File: src/rtl/maze_explorer_param_if.sv
// Handshake bundle between the wall-sensor front end, the explorer and the motion executor.
// slave = explorer view, master = sensor/executor (or bench) view.
interface maze_explorer_param_if;
  logic       sense_valid;
  logic       left;
  logic       mid;
  logic       right;
  logic       move_valid;
  logic       move_ready;
  logic [2:0] move;

  modport slave (
    input  sense_valid, left, mid, right, move_ready,
    output move_valid, move
  );

  modport master (
    output sense_valid, left, mid, right, move_ready,
    input  move_valid, move
  );
endinterface

File: src/rtl/maze_explorer_param.sv
// Grid maze explorer: tracks position/heading, keeps saturating per-cell visit counts and
// steers toward the least-visited open branch, issuing one move per sensor sample.
//
// state   | meaning
// S_SENSE | waiting for a wall sample; the accepting edge registers the decision
// S_ISSUE | move_valid high, holding move/target until the executor accepts
// S_DONE  | exit reached; all handshakes ignored until reset
module maze_explorer_param #(
  parameter int ROWS      = 9,
  parameter int COLS      = 9,
  parameter int START_IDX = 76,
  parameter int EXIT_IDX  = 4,
  parameter int START_DIR = 0,
  parameter int VCW       = 2,
  parameter int DCW       = 8,
  localparam int IDXW     = $clog2(ROWS*COLS)
) (
  input  logic                  clk,
  input  logic                  rst_n,
  maze_explorer_param_if.slave  bus,
  output logic [IDXW-1:0]       pos,
  output logic [1:0]            heading,
  output logic [DCW-1:0]        deadend_cnt,
  output logic                  done
);

  localparam int NCELL = ROWS*COLS;
  localparam logic signed [IDXW:0] COLS_S   = (IDXW+1)'(COLS);
  localparam logic signed [IDXW:0] ONE_S    = (IDXW+1)'(1);
  localparam logic signed [IDXW:0] NCELL_S  = (IDXW+1)'(NCELL);
  localparam logic [IDXW-1:0]      COLS_U   = IDXW'(COLS);
  localparam logic [IDXW-1:0]      COL_LAST = IDXW'(COLS-1);
  localparam logic [VCW-1:0]       VMAX     = '1;
  localparam logic [DCW-1:0]       DMAX     = '1;

  typedef enum logic [1:0] {S_SENSE, S_ISSUE, S_DONE} state_t;

  state_t          r_state, w_state_nxt;
  logic [IDXW-1:0] r_pos, r_target;
  logic [1:0]      r_heading, r_new_hd;
  logic [2:0]      r_move;
  logic [DCW-1:0]  r_dead;
  logic [VCW-1:0]  r_visit [NCELL];

  // Signed arithmetic so stepping off the north/south edge goes negative or past the end
  function automatic logic signed [IDXW:0] nbr_raw(input logic [IDXW-1:0] idx, input logic [1:0] dir);
    logic signed [IDXW:0] base;
    base = $signed({1'b0, idx});
    case (dir)
      2'd0:    nbr_raw = base - COLS_S;
      2'd1:    nbr_raw = base + ONE_S;
      2'd2:    nbr_raw = base + COLS_S;
      default: nbr_raw = base - ONE_S;
    endcase
  endfunction

  function automatic logic nbr_ok(input logic [IDXW-1:0] idx, input logic [1:0] dir);
    logic signed [IDXW:0] n;
    logic [IDXW-1:0]      col;
    logic                 ok;
    n   = nbr_raw(idx, dir);
    col = idx % COLS_U;
    case (dir)
      2'd1:    ok = (col != COL_LAST);
      2'd3:    ok = (col != '0);
      default: ok = 1'b1;
    endcase
    nbr_ok = ok && (n[IDXW] == 1'b0) && (n < NCELL_S);
  endfunction

  logic [IDXW-1:0] w_nidx [4];
  logic            w_nok  [4];
  logic [1:0]      w_dir_l, w_dir_s, w_dir_r, w_dir_b;
  logic            w_open_l, w_open_s, w_open_r;
  logic [IDXW-1:0] w_tgt_l, w_tgt_s, w_tgt_r;
  logic [VCW-1:0]  w_cnt_l, w_cnt_s, w_cnt_r, w_best;
  logic            w_any;
  logic [2:0]      w_pick_move;
  logic [IDXW-1:0] w_pick_tgt;
  logic [1:0]      w_pick_dir;

  always_comb begin
    for (int d = 0; d < 4; d++) begin
      w_nidx[d] = IDXW'(nbr_raw(r_pos, 2'(d)));
      w_nok[d]  = nbr_ok(r_pos, 2'(d));
    end
  end

  assign w_dir_l  = r_heading - 2'd1;
  assign w_dir_s  = r_heading;
  assign w_dir_r  = r_heading + 2'd1;
  assign w_dir_b  = r_heading + 2'd2;
  assign w_tgt_l  = w_nidx[w_dir_l];
  assign w_tgt_s  = w_nidx[w_dir_s];
  assign w_tgt_r  = w_nidx[w_dir_r];
  assign w_open_l = !bus.left  && w_nok[w_dir_l];
  assign w_open_s = !bus.mid   && w_nok[w_dir_s];
  assign w_open_r = !bus.right && w_nok[w_dir_r];
  assign w_cnt_l  = r_visit[w_tgt_l];
  assign w_cnt_s  = r_visit[w_tgt_s];
  assign w_cnt_r  = r_visit[w_tgt_r];

  // Strict less-than keeps the left > straight > right tie priority
  always_comb begin
    w_pick_move = 3'd4;
    w_pick_tgt  = w_nidx[w_dir_b];
    w_pick_dir  = w_dir_b;
    w_best      = '1;
    w_any       = 1'b0;
    if (w_open_l) begin
      w_pick_move = 3'd2;
      w_pick_tgt  = w_tgt_l;
      w_pick_dir  = w_dir_l;
      w_best      = w_cnt_l;
      w_any       = 1'b1;
    end
    if (w_open_s && (!w_any || (w_cnt_s < w_best))) begin
      w_pick_move = 3'd1;
      w_pick_tgt  = w_tgt_s;
      w_pick_dir  = w_dir_s;
      w_best      = w_cnt_s;
      w_any       = 1'b1;
    end
    if (w_open_r && (!w_any || (w_cnt_r < w_best))) begin
      w_pick_move = 3'd3;
      w_pick_tgt  = w_tgt_r;
      w_pick_dir  = w_dir_r;
      w_best      = w_cnt_r;
      w_any       = 1'b1;
    end
  end

  always_comb begin
    w_state_nxt = r_state;
    case (r_state)
      S_SENSE: if (bus.sense_valid) w_state_nxt = S_ISSUE;
      S_ISSUE: if (bus.move_ready)
                 w_state_nxt = (r_target == IDXW'(EXIT_IDX)) ? S_DONE : S_SENSE;
      S_DONE:  w_state_nxt = S_DONE;
      default: w_state_nxt = S_SENSE;
    endcase
  end

  always_ff @(posedge clk or negedge rst_n) begin
    if (!rst_n) r_state <= S_SENSE;
    else        r_state <= w_state_nxt;
  end

  always_ff @(posedge clk or negedge rst_n) begin
    if (!rst_n) begin
      r_pos     <= IDXW'(START_IDX);
      r_heading <= 2'(START_DIR);
      r_target  <= '0;
      r_new_hd  <= '0;
      r_move    <= '0;
      r_dead    <= '0;
      for (int i = 0; i < NCELL; i++) r_visit[i] <= '0;
    end else begin
      if (r_state == S_SENSE && bus.sense_valid) begin
        r_move   <= w_pick_move;
        r_target <= w_pick_tgt;
        r_new_hd <= w_pick_dir;
        if (r_visit[r_pos] != VMAX) r_visit[r_pos] <= r_visit[r_pos] + 1'b1;
        if (!w_any && r_dead != DMAX) r_dead <= r_dead + 1'b1;
      end
      if (r_state == S_ISSUE && bus.move_ready) begin
        r_pos     <= r_target;
        r_heading <= r_new_hd;
      end
    end
  end

  always_comb begin
    bus.move_valid = (r_state == S_ISSUE);
    bus.move       = (r_state == S_ISSUE) ? r_move : 3'd0;
    done           = (r_state == S_DONE);
  end

  assign pos         = r_pos;
  assign heading     = r_heading;
  assign deadend_cnt = r_dead;

endmodule
File: src/flat_wrapper.sv
// flat-port wrapper written by rule: the top's interface ports become plain ports
module maze_explorer_param_flat 
#(
  parameter int ROWS      = 9,
  parameter int COLS      = 9,
  parameter int START_IDX = 76,
  parameter int EXIT_IDX  = 4,
  parameter int START_DIR = 0,
  parameter int VCW       = 2,
  parameter int DCW       = 8,
  localparam int IDXW     = $clog2(ROWS*COLS)
)
  (clk, rst_n, pos, heading, deadend_cnt, done, bus_sense_valid, bus_left, bus_mid, bus_right, bus_move_ready, bus_move_valid, bus_move);
  maze_explorer_param_if bus_i ();
  input  logic clk;
  input  logic rst_n;
  output logic [IDXW-1:0] pos;
  output logic [1:0] heading;
  output logic [DCW-1:0] deadend_cnt;
  output logic done;
  input wire logic [$bits(bus_i.sense_valid)-1:0] bus_sense_valid;
  input wire logic [$bits(bus_i.left)-1:0] bus_left;
  input wire logic [$bits(bus_i.mid)-1:0] bus_mid;
  input wire logic [$bits(bus_i.right)-1:0] bus_right;
  input wire logic [$bits(bus_i.move_ready)-1:0] bus_move_ready;
  output wire logic [$bits(bus_i.move_valid)-1:0] bus_move_valid;
  output wire logic [$bits(bus_i.move)-1:0] bus_move;
  assign bus_i.sense_valid = bus_sense_valid;
  assign bus_i.left = bus_left;
  assign bus_i.mid = bus_mid;
  assign bus_i.right = bus_right;
  assign bus_i.move_ready = bus_move_ready;
  assign bus_move_valid = bus_i.move_valid;
  assign bus_move = bus_i.move;
  maze_explorer_param #(.ROWS(ROWS), .COLS(COLS), .START_IDX(START_IDX), .EXIT_IDX(EXIT_IDX), .START_DIR(START_DIR), .VCW(VCW), .DCW(DCW)) u_core (.clk(clk), .rst_n(rst_n), .bus(bus_i), .pos(pos), .heading(heading), .deadend_cnt(deadend_cnt), .done(done));
endmodule
File: config.mk
export PLATFORM = sky130hd
export DESIGN_NAME = maze_explorer_param_flat
export DESIGN_NICKNAME = d
export VERILOG_FILES = /design/src/rtl/maze_explorer_param_if.sv /design/src/rtl/maze_explorer_param.sv /design/src/flat_wrapper.sv
export SDC_FILE = /design/constraint.sdc
export NUM_CORES = 1
export LEC_CHECK = 0
export CAP_MARGIN = 20
export CORE_ASPECT_RATIO = 0.7
export CORE_UTILIZATION = 30
export DETAILED_ROUTE_END_ITERATION = 8
export GPL_ROUTABILITY_DRIVEN = 0
export SLEW_MARGIN = 30
export SYNTH_ARGS = -nofsm -noshare
export SYNTH_HDL_FRONTEND = slang
export SYNTH_SLANG_ARGS = --single-unit
File: constraint.sdc
create_clock -name clk -period 9.8 [get_ports clk]
set_input_delay 1.96 -clock clk [delete_from_list [all_inputs] [get_ports clk]]
set_output_delay 1.96 -clock clk [all_outputs]
set_load 0.01 [all_outputs]
==> metrics.md, run 1 <==
| Metric | Value |
|---|---|
| Outcome | `finished clean` |
| TNS Setup | `0 ns` |
| Pre-antenna DRT Iters | `8` |
| Buf/Inv on CP | `1` |
| Crit path required time | `10.13 ns` |
| CP Capture Type | `flip-flop` |
| Slew HR | `33.1%` |
| RSZ-0062 raised after global routing | `false` |
| Final period util | `74.8%` |
| Slowest cell on crit path | `dfrtp_4` |
| Initial DRC Count | `1,884` |
| Hold_buf cts | `0` |
| CP Class | `flip-flop to flip-flop` |
| Via density | `6.10` |
| Critical Path Max Stage Delay | `0.92 ns` |
| Most frequently used flop master after synthesis | `dfrtp_1` |
| Final WL | `48,400 um` |
| Global-route wire length before repair | `73,900 um` |
| GRT Util Overall | `19.8%` |
| Synth top cells by count | `236 x nand2_1, 190 x dfrtp_1, 119 x o21ai_0` |
| Met1 Usage GRT | `28.8%` |
| HPWL Detailed | `33,800 um` |
| Syn avg cell area | `9.62 um2` |
| Die area | `48,900 um2` |
| Worst skew pair latency | `0.46 ns` |
| Initial antenna violation count | `0` |
| Die W | `264 um` |
| CP Data Arrival Time | `7.66 ns` |
| Pins Over Slew Limit | `0` |
| Max frequency | `136 MHz` |
| Starting density of the core | `30.7%` |
| Final Hold Vio Count | `0` |
| Crit-path leading delay family | `compound AO/OA/AOI/OAI gates` |
| Layout cells sized above 1 | `19.0%` |
| Max cap viols | `0` |
| Cell count after synthesis | `1,496` |
| Synth Register Bits | `193` |
| Area delta synth->final | `10.6%` |
| Final worst clock skew | `0.0179 ns` |
| Syn Std Cell Area | `14,400 um2` |
| CTS Buffer Depth | `2` |
| Worst-margin pin slew | `1.00 ns` |
| Met3 Resource Use GR | `6.30%` |
| I/O pins | `29` |
| CTS Buf Count | `17` |
| H-tree depth | `4` |
| Synthesis Warnings | `0` |
| GR Layer Usage met2 | `27.5%` |
| Core ar. | `46,900 um2` |
| Post-detailed-route count of antenna-violating nets | `0` |
| Share of the synthesized area in the top cell type | `33.0%` |
| Post-synth ARST share | `100%` |
| Synth area leader | `dfrtp_1` |
| WL per Instance | `23.2 um` |
| Total grt overflow | `0` |
| Sequence of cells on the critical path | `ha_1 > nand2_1 > a21oi_1 > mux2_1 > o22ai_1 > o32ai_1 > a211oi_1 > a2111o_1 > o21a_1 > a211oi_1 > ha_1 > inv_1 > a31oi_1 > o21bai_1 > nand2_1 > nand2_1 > o21ai_0 > ha_1 > or4_4 > o31ai_4 > mux2i_1 > xnor2_1 > o21ai_1` |
| ANT cells | `0` |
| Vias after detailed routing | `12,700` |
| Worst hold-check path type | `flip-flop to flip-flop` |
| Busiest grt layer | `met1` |
| # clock sinks | `193` |
| Sequential cell area fraction in the yosys report | `33.6%` |
| # rows | `66` |
| # DRC | `0` |
| Number of global-route vias before repair | `11,800` |
| Syn_nets | `1,514` |
| Final setup viols | `0` |
| CTS tree | `built` |
| Count leader, synth | `nand2_1` |
| IO Port Bufs | `28` |
| Clk slew on worst S/H paths | `0.08 ns` |
| Die H | `185 um` |
| Critical path peak fanout | `57` |
| Largest net degree at the start of global routing | `82` |
| EDFF count, synth | `0` |
| Final Net Count | `1,478` |
| Synth area leaders | `dfrtp_1 33%, mux4_2 11%, mux2_2 8.4%` |
| Crit start category | `flip-flop` |
| Count of cell types in the netlist | `87` |
| Root Buffer | `clkbuf_16` |
| Post-CTS Setup Inserts | `0` |
| Post-CTS Resized | `0` |
| Shortest period the worst path allows | `7.33 ns` |
-- metal layers --
layer | up-vias | part of all wire, %
li1 | 5606 | -
met1 | 6209 | 44
met2 | 812 | 41
met3 | 83 | 13
met4 | 2 | 2.3
met5 | - | 0.13
-- worst reg2reg max path, cell delays in order, from the launching register on --
cell	delay, ns
dfrtp_4	0.92
ha_1	0.52
nand2_1	0.35
a21oi_1	0.38
mux2_1	0.18
o22ai_1	0.14
o32ai_1	0.70
a211oi_1	0.17
a2111o_1	0.35
o21a_1	0.26
a211oi_1	0.33
ha_1	0.32
inv_1	0.06
a31oi_1	0.05
o21bai_1	0.24
nand2_1	0.25
nand2_1	0.13
o21ai_0	0.09
ha_1	0.21
or4_4	0.54
o31ai_4	0.51
mux2i_1	0.29
xnor2_1	0.14
o21ai_1	0.07
-- per-stage QoR --
stage | setup slack, ns | util, % | std cells | hold WS (ns) | instance area (um2)
after floorplan | 2.48 | - | 1496 | 0.442 | 14400
after global placement | 2.72 | 32.6 | 2053 | 0.467 | 15300
after detailed placement | 2.55 | 32.6 | 2053 | 0.480 | 15300
after CTS | 2.59 | 33.9 | 2085 | 0.499 | 15900
after global routing | 2.10 | 34.0 | 2085 | 0.530 | 15900
final | 2.47 | 34.0 | 2085 | 0.492 | 15900
-- area by class of cell --
cell class	count	area, um2
flip-flops and latches	193	4840
repair buffers	60	528
inverters	18	67.6
clock buffers	17	425
fillers	4740	31000
multi-input cells	1170	9100
well taps	612	766
clock inverters	15	199
-- path summary, 6_finish.rpt --
check	startpoint	end	slack, ns	cells after the start
setup reg to reg	u_core.pos[0]	u_core.r_new_hd[1]	2.47	23
max in group asynchronous	rst_n	u_core.pos[0]	6.51	3
setup / recovery	u_core.pos[0]	u_core.r_new_hd[1]	2.47	23
hold / removal	u_core.r_new_hd[0]	u_core.r_new_hd[0]	0.49	2
hold reg to reg	u_core.r_new_hd[0]	u_core.r_new_hd[0]	0.49	2
min in group asynchronous	rst_n	u_core.r_visit[127]	1.50	1
-- flip-flops by register name, indices dropped and copies added, names as in the netlist --
register / flops
u_core.r_target: 7
u_core.r_move: 3
u_core.heading: 2
u_core.pos: 7
u_core.r_visit: 162
u_core.r_new_hd: 2
u_core.deadend_cnt: 8
u_core.r_state: 2
-- cell usage in the layout, fill, tap and decap left out, drive strengths merged, types with 11 or more instances in the layout --
| cell | netlist | routed |
|---|---|---|
| mux4 | 74 | 74 |
| clkdlybuf4s50 | 0 | 27 |
| a22oi | 43 | 43 |
| nor4 | 11 | 11 |
| buf | 56 | 32 |
| ha | 11 | 11 |
| nand4 | 15 | 15 |
| xnor2 | 36 | 36 |
| and2 | 12 | 12 |
| o22ai | 34 | 34 |
| mux2 | 110 | 110 |
| nand2 | 237 | 237 |
| nor2 | 63 | 63 |
| a211oi | 22 | 22 |
| clkbuf | 59 | 18 |
| dfrtp | 190 | 190 |
| mux2i | 89 | 89 |
| nor2b | 14 | 14 |
| inv | 17 | 26 |
| nand3 | 23 | 23 |
| nor3 | 24 | 24 |
| o21ai | 130 | 130 |
| a21oi | 51 | 51 |
-- kinds of logic after synthesis --
logic type | Yosys count | share of synthesized area (%)
adder cells (fa/ha/maj) | 11 | 0.956
flip-flops | 193 | 33.6
AND/OR/NAND/NOR | 445 | 14.1
AO/OA/AOI/OAI | 397 | 18.2
buffers and inverters | 133 | 3.95
XOR/XNOR | 44 | 2.77
multiplexers | 273 | 26.4
Power of run 1 is left out: the tool's default activity adds up to more than one toggle a clock period on the data nets, which glitch-free logic cannot reach.
==> run 2, diff against run 1 <==
clock period = 6.6 ns   (was 9.8 ns; I/O delays follow)
==> run 2 against run 1 <==
  * Die area unchanged
  * Global-route usage grew 0.75 points
  * Critical path depth rose by 1
  * Wire length increased by 4.3%
  * First-iteration DRC count shrank 6.4%
  * Flip-flop and latch count did not move
  * Clock-buffer cell count grew 1
  * Via count increased by 2.5%
  * Setup slack worse by 2.1 ns
  * Register-to-register slack got worse by 2.1 ns
  * Non-clock buffer count increased by 39
  * Cell area grew 1.9%
==> metrics.md, run 2 (synthesis results as in run 1) <==
| Metric | Value |
|---|---|
| Outcome | `finished clean` |
| Critical path peak fanout | `26` |
| Pins Over Slew Limit | `0` |
| Footprint of the multi-input gates | `9110 um2` |
| Crit start category | `flip-flop` |
| TNS Setup | `0 ns` |
| Reg area | `4840 um2` |
| Layout cells sized above 1 | `21.2%` |
| R2R Path End | `u_core.r_target[4]` |
| Via density | `6.14` |
| Final worst clock skew | `0.0161 ns` |
| RSZ-0062 raised after global routing | `false` |
| CTS Buffer Depth | `2` |
| HPWL Detailed | `35,500 um` |
| Shortest period the worst path allows | `6.27 ns` |
| Worst skew pair latency | `0.47 ns` |
| Met3 Resource Use GR | `7.10%` |
| Final-layout fill cell count | `4,730` |
| # clock sinks | `193` |
| Slew HR | `40.1%` |
| I/O pins | `29` |
| Hold path start | `u_core.r_move[2]` |
| Final Net Count | `1,517` |
| WL per Instance | `23.8 um` |
| Max cap viols | `0` |
| Initial DRC Count | `1,764` |
| CTS Buf Count | `17` |
| IO Port Bufs | `28` |
| Met1 Usage GRT | `30.1%` |
| Worst reg2reg path depth | `24` |
| # rows | `66` |
| Starting density of the core | `30.7%` |
| Die H | `185 um` |
| Busiest grt layer | `met1` |
| Clk slew on worst S/H paths | `0.08 ns` |
| Largest Register | `u_core.r_visit` |
| Core ar. | `46,900 um2` |
| ANT cells | `0` |
| Largest net degree at the start of global routing | `106` |
| Total grt overflow | `0` |
| Die W | `264 um` |
| CP Class | `flip-flop to flip-flop` |
| Final WL | `50,500 um` |
| Max frequency | `160 MHz` |
| Worst reg-to-reg setup slack | `0.33 ns` |
| # DRC | `0` |
| Global-route wire length before repair | `76,600 um` |
| Initial antenna violation count | `0` |
| CP Data Arrival Time | `6.64 ns` |
| Final Hold Vio Count | `0` |
| CP Capture Type | `flip-flop` |
| Worst hold-check path type | `flip-flop to flip-flop` |
| Vias after detailed routing | `13,000` |
| Die area | `48,900 um2` |
| Crit path required time | `6.98 ns` |
| End point of the critical path | `u_core.r_target[4]` |
| Final setup viols | `0` |
| Hold_buf cts | `0` |
| Most frequent cells in the layout | `236 x nand2_1, 189 x dfrtp_1, 119 x o21ai_0` |
| GRT Util Overall | `20.5%` |
| Commonest non-fill, non-tap cell in the layout | `nand2_1` |
| Root Buffer | `clkbuf_16` |
| CTS tree | `built` |
| Post-detailed-route count of antenna-violating nets | `0` |
| Worst-margin pin slew | `0.899 ns` |
| Final period util | `95.0%` |
| H-tree depth | `4` |
| GR Layer Usage met2 | `28.3%` |
| Max FFs per register | `162` |
| Worst setup startpoint | `u_core.pos[0]` |
| R2r startpoint | `u_core.pos[0]` |
| Pre-antenna DRT Iters | `6` |
| Area delta synth->final | `12.7%` |
| Number of global-route vias before repair | `12,200` |
==> run 2: cell types whose count changed in the layout (fill, tap and decap cells not counted), moves of 2 or more <==
cell      change
buf_4        +37
clkinv_4      +5
clkinv_8      -5
buf_12        +3
inv_6         -3
clkinv_2      +2
xnor2_2       +2
==> run 2: critical path: stages, from the launching register on <==
cell	delay, ns
dfrtp_4	0.63
inv_2	0.22
ha_1	0.21
nor2b_1	0.47
a21o_1	0.15
a21oi_1	0.06
o31ai_1	0.52
o32ai_1	0.36
a211oi_1	0.43
a2111o_1	0.17
o21a_1	0.18
a211oi_2	0.06
ha_1	0.32
inv_1	0.06
a31oi_1	0.05
o21bai_1	0.23
nand2_1	0.13
nand2_1	0.09
o21ai_0	0.08
ha_1	0.21
or4_4	0.55
o31ai_4	0.31
buf_4	0.22
mux2_1	0.32
o21ai_1	0.12
==> run 2: worst min path at each step <==
stage | cells after the start | end | slack (ns)
final | 2 | u_core.r_move[2] | 0.49
after global routing | 2 | u_core.r_move[1] | 0.52
after floorplan | 2 | u_core.r_move[2] | 0.44
after CTS | 2 | u_core.r_move[2] | 0.49
after detailed placement | 2 | u_core.r_move[2] | 0.47
after global placement | 2 | u_core.r_move[2] | 0.47
==> run 2: layer usage <==
metal / up-vias / part of all wire (%)
li1: 5665 / -
met1: 6542 / 45
met2: 740 / 40
met3: 85 / 13
met4: 0 / 1.7
met5: - / 0
==> run 2: area by class of cell <==
cell class,count,share of cell area [%]
clock inverter,14,0.956
clock buffer,18,2.65
sequential,193,29.8
timing repair buffer,99,5.27
tap,612,4.72
multi-input combinational,1170,56.2
inverter,18,0.416
==> run 2: repair_timing <==
item,in CTS,in global routing
gates resized for setup,0,3
endpoints found under the setup margin,0,2
setup buffers,0,2
==> run 2: per-stage QoR <==
stage / hold slack (ns) / instances / cell area [um2] / util [%] / worst slack [ns]
3_3_place_gp: 0.467 / 2090 / 15600 / 33.3 / 0.409
3_5_place_dp: 0.473 / 2090 / 15600 / 33.3 / 0.400
4_1_cts: 0.492 / 2122 / 16200 / 34.5 / 0.361
6_report: 0.492 / 2124 / 16200 / 34.6 / 0.333
2_1_floorplan: 0.442 / 1496 / 14400 / - / 0.0610
5_1_grt: 0.522 / 2124 / 16200 / 34.6 / 0.0115
Power of run 2 is left out for the same reason.
==> run 3, diff against run 2 <==
CORE_MARGIN = 5   (was not set)
==> run 3 against run 2 <==
  * Setup slack improved by 0.086 ns
  * Sequential share of layout area down 0.13 points
  * Cell area is 0.63% higher
  * Non-clock buffer count up 1
  * Critical path depth is 1 lower
  * Clock skew grew 0.0023 ns
  * First-iteration DRC count up 13%
  * Critical endpoint is now u_core.r_new_hd[1]
  * Largest cell class unchanged
  * Highest routed layer unchanged
==> metrics.md, run 3 (synthesis results as in run 1) <==
| Metric | Value |
|---|---|
| Crit-path leading delay family | `compound AO/OA/AOI/OAI gates` |
| Clk slew on worst S/H paths | `0.08 ns` |
| Worst hold-check path type | `flip-flop to flip-flop` |
| Layout cells sized above 1 | `21.4%` |
| H-tree depth | `4` |
| Most frequent cells in the layout | `236 x nand2_1, 188 x dfrtp_1, 119 x o21ai_0` |
| Area delta synth->final | `13.4%` |
| WL per Instance | `24.0 um` |
| CP Data Arrival Time | `6.51 ns` |
| Final period util | `93.7%` |
| CP Class | `flip-flop to flip-flop` |
| Crit path required time | `6.93 ns` |
| Die H | `193 um` |
| Max frequency | `162 MHz` |
| Hold Slack | `0.490 ns` |
| Die W | `272 um` |
| ANT cells | `0` |
| TNS Setup | `0 ns` |
| Max cap viols | `0` |
| Global-route wire length before repair | `78,800 um` |
| R2r startpoint | `u_core.pos[4]` |
| Final Net Count | `1,518` |
| Root Buffer | `clkbuf_16` |
| IO Port Bufs | `28` |
| Largest net degree at the start of global routing | `168` |
| # DRC | `0` |
| Pre-antenna DRT Iters | `6` |
| Number of global-route vias before repair | `12,500` |
| Final worst clock skew | `0.0185 ns` |
| Slew HR | `38.4%` |
| Buf/Inv on CP | `3` |
| Pins Over Slew Limit | `0` |
| Via density | `6.13` |
| Worst reg-to-reg setup slack | `0.42 ns` |
| Worst Slack Setup Final | `0.419 ns` |
| Die area | `52,500 um2` |
| CTS Buffer Depth | `2` |
| Final setup viols | `0` |
| Final Hold Vio Count | `0` |
| Max FFs per register | `162` |
| Worst-margin pin slew | `0.921 ns` |
| Commonest non-fill, non-tap cell in the layout | `nand2_1` |
| Starting density of the core | `30.2%` |
| Outcome | `finished clean` |
| Critical path peak fanout | `39` |
| Setup WS pre-CTS | `0.386 ns` |
| Worst skew pair latency | `0.47 ns` |
| # clock sinks | `193` |
| Shortest period the worst path allows | `6.18 ns` |
| GRT Util Overall | `19.1%` |
| # rows | `67` |
| Most numerous cell on the critical path | `nand2_1` |
| Fin util | `34.2%` |
| Footprint of the multi-input gates | `9130 um2` |
| Critical Path Max Stage Delay | `0.81 ns` |
| Initial antenna violation count | `0` |
| CTS tree | `built` |
| Post-CTS Setup Inserts | `0` |
| Sequence of cells on the critical path | `buf_4 > nand2_1 > o21ai_0 > o22ai_1 > o32ai_1 > a211oi_1 > a2111o_1 > o21a_1 > a211oi_2 > ha_1 > inv_1 > a31oi_1 > o21bai_1 > nand2_1 > nand2_1 > o21ai_0 > ha_1 > or4_4 > o31ai_4 > buf_4 > mux2i_1 > xnor2_1 > o21ai_1` |
| CP Capture Type | `flip-flop` |
| Hold_buf cts | `0` |
| Final WL | `51,300 um` |
| Slowest cell on crit path | `o32ai_1` |
| Largest Register | `u_core.r_visit` |
| Reg area | `4850 um2` |
| Worst setup startpoint | `u_core.pos[4]` |
| Initial DRC Count | `1,998` |
| I/O pins | `29` |
| HPWL Detailed | `36,100 um` |
| Final-layout fill cell count | `4,800` |
| Vias after detailed routing | `13,100` |
| Crit start category | `flip-flop` |
| CTS Buf Count | `17` |
| RSZ-0062 raised after global routing | `false` |
| Hold path start | `u_core.r_move[1]` |
| Total grt overflow | `0` |
| Core ar. | `47,700 um2` |
| Post-detailed-route count of antenna-violating nets | `0` |
run 3: stage by stage:
stage          instance area, um2  std cells
3_5_place_dp                15600       2101
6_report                    16300       2134
4_1_cts                     16300       2133
5_1_grt                     16300       2134
3_3_place_gp                15600       2101
2_1_floorplan               14400       1496
run 3: timing repair:
| action | in CTS | in global routing |
|---|---|---|
| gates resized for setup | 0 | 6 |
| hold endpoints to repair | 0 | 0 |
| endpoints found under the setup margin | 0 | 5 |
run 3: area by class of cell:
| type | instances | area share (%) |
|---|---|---|
| clock buffer | 20 | 2.80 |
| clock inverter | 12 | 1.03 |
| inverter | 18 | 0.414 |
| multi-input combinational | 1170 | 55.9 |
| sequential | 193 | 29.7 |
| tap | 621 | 4.76 |
| timing repair buffer | 100 | 5.40 |
run 3: final timing paths:
path                                       endpoint  cells past startpoint
worst max-delay path             u_core.r_new_hd[1]                     23
worst min-delay path               u_core.r_move[1]                      2
worst max register to register   u_core.r_new_hd[1]                     23
worst min register to register     u_core.r_move[1]                      2
max in group asynchronous             u_core.pos[0]                      3
min in group asynchronous       u_core.r_visit[116]                      1
run 3: metal layers:
layer,track usage [%],wire length [um]
met5,0,0
met4,5.26,1160
met3,5.67,6620
met2,26.3,20900
met1,28.8,22500
run 3: worst register-to-register path, stage by stage (launching register included):
cell and delay (ns):
dfrtp_1 0.52, buf_4 0.54, nand2_1 0.34, o21ai_0 0.25, o22ai_1 0.14, o32ai_1 0.81
a211oi_1 0.16, a2111o_1 0.35, o21a_1 0.16, a211oi_2 0.21, ha_1 0.29, inv_1 0.06
a31oi_1 0.05, o21bai_1 0.26, nand2_1 0.13, nand2_1 0.09, o21ai_0 0.08, ha_1 0.20
or4_4 0.54, o31ai_4 0.18, buf_4 0.22, mux2i_1 0.24, xnor2_1 0.14, o21ai_1 0.07
Power of run 3 is left out for the same reason.
